--- config.mk ---
export PLATFORM = sky130hd
export DESIGN_NAME = fht_input_loader
export DESIGN_NICKNAME = d
export VERILOG_FILES = /design/src/rtl/fht_pkg.sv /design/src/rtl/fht_input_loader.sv
export SDC_FILE = /design/constraint.sdc
export NUM_CORES = 1
export LEC_CHECK = 0
export BUFFER_PORTS_ARGS = -buffer_cell sky130_fd_sc_hd__buf_2
export CAP_MARGIN = 20
export CORE_MARGIN = 4
export CORE_UTILIZATION = 34
export DETAILED_ROUTE_END_ITERATION = 6
export GPL_TIMING_DRIVEN = 0
export PLACE_DENSITY_LB_ADDON = 0.3
export SLEW_MARGIN = 20
export SYNTH_ARGS = -nofsm -noshare
export SYNTH_HDL_FRONTEND = slang
export SYNTH_SLANG_ARGS = --single-unit
--- constraint.sdc ---
create_clock -name iCLK -period 2.02 [get_ports iCLK]
set_input_delay 0.202 -clock iCLK [delete_from_list [all_inputs] [get_ports iCLK]]
set_output_delay 0.202 -clock iCLK [all_outputs]
set_load 0.01 [all_outputs]
--- src/rtl/fht_pkg.sv ---
// Shared definitions for the FHT front-end: loader states, bank count and
// the bit-reversal helper used to place samples in stage-0 order.
package fht_pkg;

    localparam int NUM_BANKS = 4;

    typedef enum logic [2:0] {
        LOAD,
        PAD,
        START,
        WAIT_LO,
        WAIT_HI
    } loader_state_t;

    // Reverse the lowest 'width' bits of 'value'; higher result bits are zero.
    function automatic logic [31:0] bitrev(input logic [31:0] value, input int width);
        logic [31:0] result;
        logic [31:0] rest;
        result = '0;
        rest   = value;
        for (int i = 0; i < 32; i++) begin
            if (i < width) begin
                result = {result[30:0], rest[0]};
                rest   = rest >> 1;
            end
        end
        return result;
    endfunction

endpackage

--- src/rtl/fht_input_loader.sv ---
// Serial-to-bank loader: writes each accepted sample at its bit-reversed
// position across four RAM banks, optionally zero-pads a short frame, then
// hands the frame to fht_control and waits for the transform to finish.
module fht_input_loader
    import fht_pkg::*;
#(
    parameter int A_BIT = 8,
    parameter int D_BIT = 16
) (
    input  logic                 iCLK,
    input  logic                 iRESET,
    input  logic [D_BIT-1:0]     iDATA,
    input  logic                 iVALID,
    output logic                 oREADY,
    input  logic                 iFLUSH,
    output logic [A_BIT-1:0]     oADDR_WR,
    output logic [D_BIT-1:0]     oDATA_WR,
    output logic [NUM_BANKS-1:0] oWE,
    output logic                 oSTART,
    input  logic                 iRDY,
    output logic                 oBUSY
);

    localparam int L = A_BIT + 2;
    localparam logic [L-1:0] LAST = {L{1'b1}};

    loader_state_t        state_reg, state_next;
    logic [L-1:0]         n_reg, n_next;
    logic [A_BIT-1:0]     addr_reg, addr_next;
    logic [D_BIT-1:0]     data_reg, data_next;
    logic [NUM_BANKS-1:0] we_reg, we_next;
    logic                 start_reg, start_next;
    logic                 alive_reg;
    logic [L-1:0]         rev;
    logic [NUM_BANKS-1:0] bank_onehot;
    logic                 accept;

    // Bit-reversed index of the current sample selects bank (top 2 bits) and address.
    assign rev         = L'(bitrev(32'(n_reg), L));
    assign bank_onehot = NUM_BANKS'(1) << rev[L-1:L-2];

    // alive_reg keeps oREADY low while reset is held even though state is LOAD.
    assign oREADY   = alive_reg && (state_reg == LOAD);
    assign accept   = iVALID && oREADY;
    assign oBUSY    = (state_reg == START) || (state_reg == WAIT_LO) || (state_reg == WAIT_HI);
    assign oADDR_WR = addr_reg;
    assign oDATA_WR = data_reg;
    assign oWE      = we_reg;
    assign oSTART   = start_reg;

    // Next-state, counter and write-port decode.
    always_comb begin
        state_next = state_reg;
        n_next     = n_reg;
        addr_next  = '0;
        data_next  = '0;
        we_next    = '0;
        start_next = 1'b0;
        unique case (state_reg)
            LOAD: begin
                if (accept) begin
                    we_next   = bank_onehot;
                    addr_next = rev[A_BIT-1:0];
                    data_next = iDATA;
                    if (n_reg == LAST) begin
                        // Frame complete; a coincident flush has nothing left to pad.
                        state_next = START;
                    end else begin
                        n_next = n_reg + 1'b1;
                        // Sample is written first, padding resumes at n+1.
                        if (iFLUSH) begin
                            state_next = PAD;
                        end
                    end
                end else if (iFLUSH && (n_reg != '0)) begin
                    state_next = PAD;
                end
            end
            PAD: begin
                we_next   = bank_onehot;
                addr_next = rev[A_BIT-1:0];
                if (n_reg == LAST) begin
                    state_next = START;
                end else begin
                    n_next = n_reg + 1'b1;
                end
            end
            START: begin
                if (iRDY) begin
                    start_next = 1'b1;
                    state_next = WAIT_LO;
                end
            end
            WAIT_LO: begin
                // iRDY falling means the core has taken the frame.
                if (!iRDY) begin
                    state_next = WAIT_HI;
                end
            end
            WAIT_HI: begin
                if (iRDY) begin
                    n_next     = '0;
                    state_next = LOAD;
                end
            end
            default: begin
                state_next = LOAD;
                n_next     = '0;
            end
        endcase
    end

    // State, counter and registered write-port outputs.
    always_ff @(posedge iCLK or posedge iRESET) begin
        if (iRESET) begin
            state_reg <= LOAD;
            n_reg     <= '0;
            addr_reg  <= '0;
            data_reg  <= '0;
            we_reg    <= '0;
            start_reg <= 1'b0;
            alive_reg <= 1'b0;
        end else begin
            state_reg <= state_next;
            n_reg     <= n_next;
            addr_reg  <= addr_next;
            data_reg  <= data_next;
            we_reg    <= we_next;
            start_reg <= start_next;
            alive_reg <= 1'b1;
        end
    end

endmodule

==> metrics <==
status finished clean; CTS sink count 43; root buf cell clkbuf_8; pwr/cell area 1041 nW/um2; # diodes 0; I/O pin total 52; GRT overflow 0; maxcap violations 0; Die X-Extent 82.94 um; Starting DRT DRC Count 38; first-pass GRT wire length 6.389 mm; WL/cell 12.48 um; Remaining DRCs 0; post-synth cell types 44; Yosys reg bits 43; Setup CP Type flip-flop to flip-flop; Layout Skew 0.005419 ns; post-route antenna net violation count 0; maximum clock frequency 522.2 MHz; Synthesis Warnings 0; fillers 542; die footprint 6878 um2; layout cells sized above 1 35.56%; Tmin final 1.915 ns; initial antenna violation count 0; layout net count 250; WP data arrival 2.09 ns; setup bufs post-CTS 0; max FFs per register 16; Pre-antenna DRT Iters 4; placed cells 289; worst min path class input pin to flip-flop; CTS H-tree depth 2; Worst VDD drop 347.4 uV; CP Capture Type flip-flop; Die Span Y 82.94 um; Initial Utilization 34.89%; clock latency on the worst-skew pair 0.29 ns; area occupied by multi-input gates 770.7 um2; syn_nets 190; Layout Cells excl Fill 297; register area 1076 um2; Slew Limit Fails 0; worst-path maximum fanout 6; CTS Buf Count 5; area of the core 5473 um2; Lkg Pwr 0.001232 uW; Max Root-Sink Buffers 2; synthesized area 1909 um2; Fin. Hold Viols 0; Syn Area/Cell 11.57 um2; period utilization 94.79%; Slew HR 64.32%; final setup vio count 0; setup_tns 0 ns; Detailed Route WL 3.708 mm; GRT Overall Usage 11.52%; CTS tree done; number of global-route vias before repair 1300; RSZ-0062 raised after global routing false; pin count of the biggest net entering global routing 30; P&R area growth vs syn 24.51%; WHS 0.1082 ns; PortBufs 51; register area share after synthesis 56.36%; commonest non-fill, non-tap cell in the layout buf_2; Vias/cell 4.498; CP required 2.20 ns; Post-DP HPWL 2.771 mm; commonest non-fill, non-tap cells in the layout 54 x buf_2, 43 x dfrtp_1, 27 x and2_1, 10 x nor2_1; row cnt 27; vias 1336; GPL Wtd Cong 0.7101; Slew @ Worst Pin 0.5323 ns; CP Launch Type flip-flop; Post-Syn Instances 165; CTS clock-pin slew for the worst setup and hold paths 0.08 ns
[worst max-delay path, stage by stage (launching register included)]
cell and delay (ns):
dfrtp_1 0.42, ha_1 0.28, nand3_2 0.12, nor3_4 0.36, o31ai_2 0.12, a31o_1 0.22, mux2_4 0.29
[cells by family after synthesis]
family          share of synthesized area (%)
simple gates                            23.40
flops                                   56.36
compound gates                          10.81
buf+inv                                 3.538
xor+xnor                                2.293
fa+ha+maj                               2.621
other cells                            0.1964
mux                                    0.7861
[synthesized netlist by cell type (all sizes together)]
cell type	count	share of area [%]
a2111oi	3	2.5
a211oi	1	0.39
a21o	4	1.6
a21oi	6	2.2
a31o	1	0.46
a31oi	1	0.66
and2	29	9.6
and2b	1	0.39
and3	4	1.4
and4b	1	0.52
buf	5	2.0
clkbuf	1	0.20
conb	1	0.20
dfrtp	43	56
ha	4	2.6
inv	7	1.4
mux2	1	0.79
nand2	4	0.79
nand3	7	2.1
nand3b	1	0.39
nand4	2	0.66
nor2	11	2.3
nor2b	1	0.33
nor3	5	1.9
nor3b	2	0.79
nor4	3	0.98
o21ai	4	1.0
o21ba	1	0.52
o31ai	2	1.0
o41ai	1	0.46
or2	2	0.66
or3b	1	0.59
xnor2	5	2.3
[final timing paths]
path                          start      endpoint  slack [ns]  cells past startpoint
max                        n_reg[0]  state_reg[0]        0.11                      6
min                        iDATA[3]   oDATA_WR[3]        0.11                      2
max reg2reg                n_reg[0]  state_reg[0]        0.11                      6
min reg2reg                n_reg[9]   oADDR_WR[0]        0.55                      1
max in group asynchronous    iRESET  oDATA_WR[10]        1.15                      4
min in group asynchronous    iRESET  state_reg[2]        0.42                      3
[area by class of cell]
cell class | count | share of cell area, %
Multi-Input combinational cell | 109 | 32.42
Inverter | 7 | 1.105
Timing Repair Buffer | 53 | 12.00
Clock buffer | 6 | 3.474
Clock inverter | 1 | 0.2105
Sequential cell | 43 | 45.26
Tap cell | 72 | 3.789
Buffer | 6 | 1.737
[what timing repair did]
| action | in CTS | in global routing |
|---|---|---|
| endpoints found under the setup margin | 0 | 5 |
| resized for setup | 0 | 1 |
| endpoints found under the hold margin | 14 | 0 |
| hold buffers | 1 | 0 |
[power by group]
part           internal, uW  total (uW)  switching (uW)
Clock                   268         536             268
Combinational           379         894             516
Sequential              968        1050            77.5
Total                  1610        2480             861
[per-layer routing]
layer	global-route usage, %	share of wire (%)
met2	16.91	43
met1	15.27	47
met3	4.167	7.2
met5	0	0
met4	4.903	1.9
[per-stage QoR]
step | utilization (%) | area (um2) | total power [uW] | setup WS [ns]
floorplan | - | 1909 | 1706 | 0.3026
global placement | 41.20 | 2255 | 1948 | 0.1170
detailed placement | 41.56 | 2275 | 1957 | 0.1143
CTS | 43.35 | 2372 | 2509 | 0.08627
global route | 43.44 | 2377 | 2664 | 0.001176
finish | 43.44 | 2377 | 2475 | 0.1052
Power figures use the tool's default switching activity.
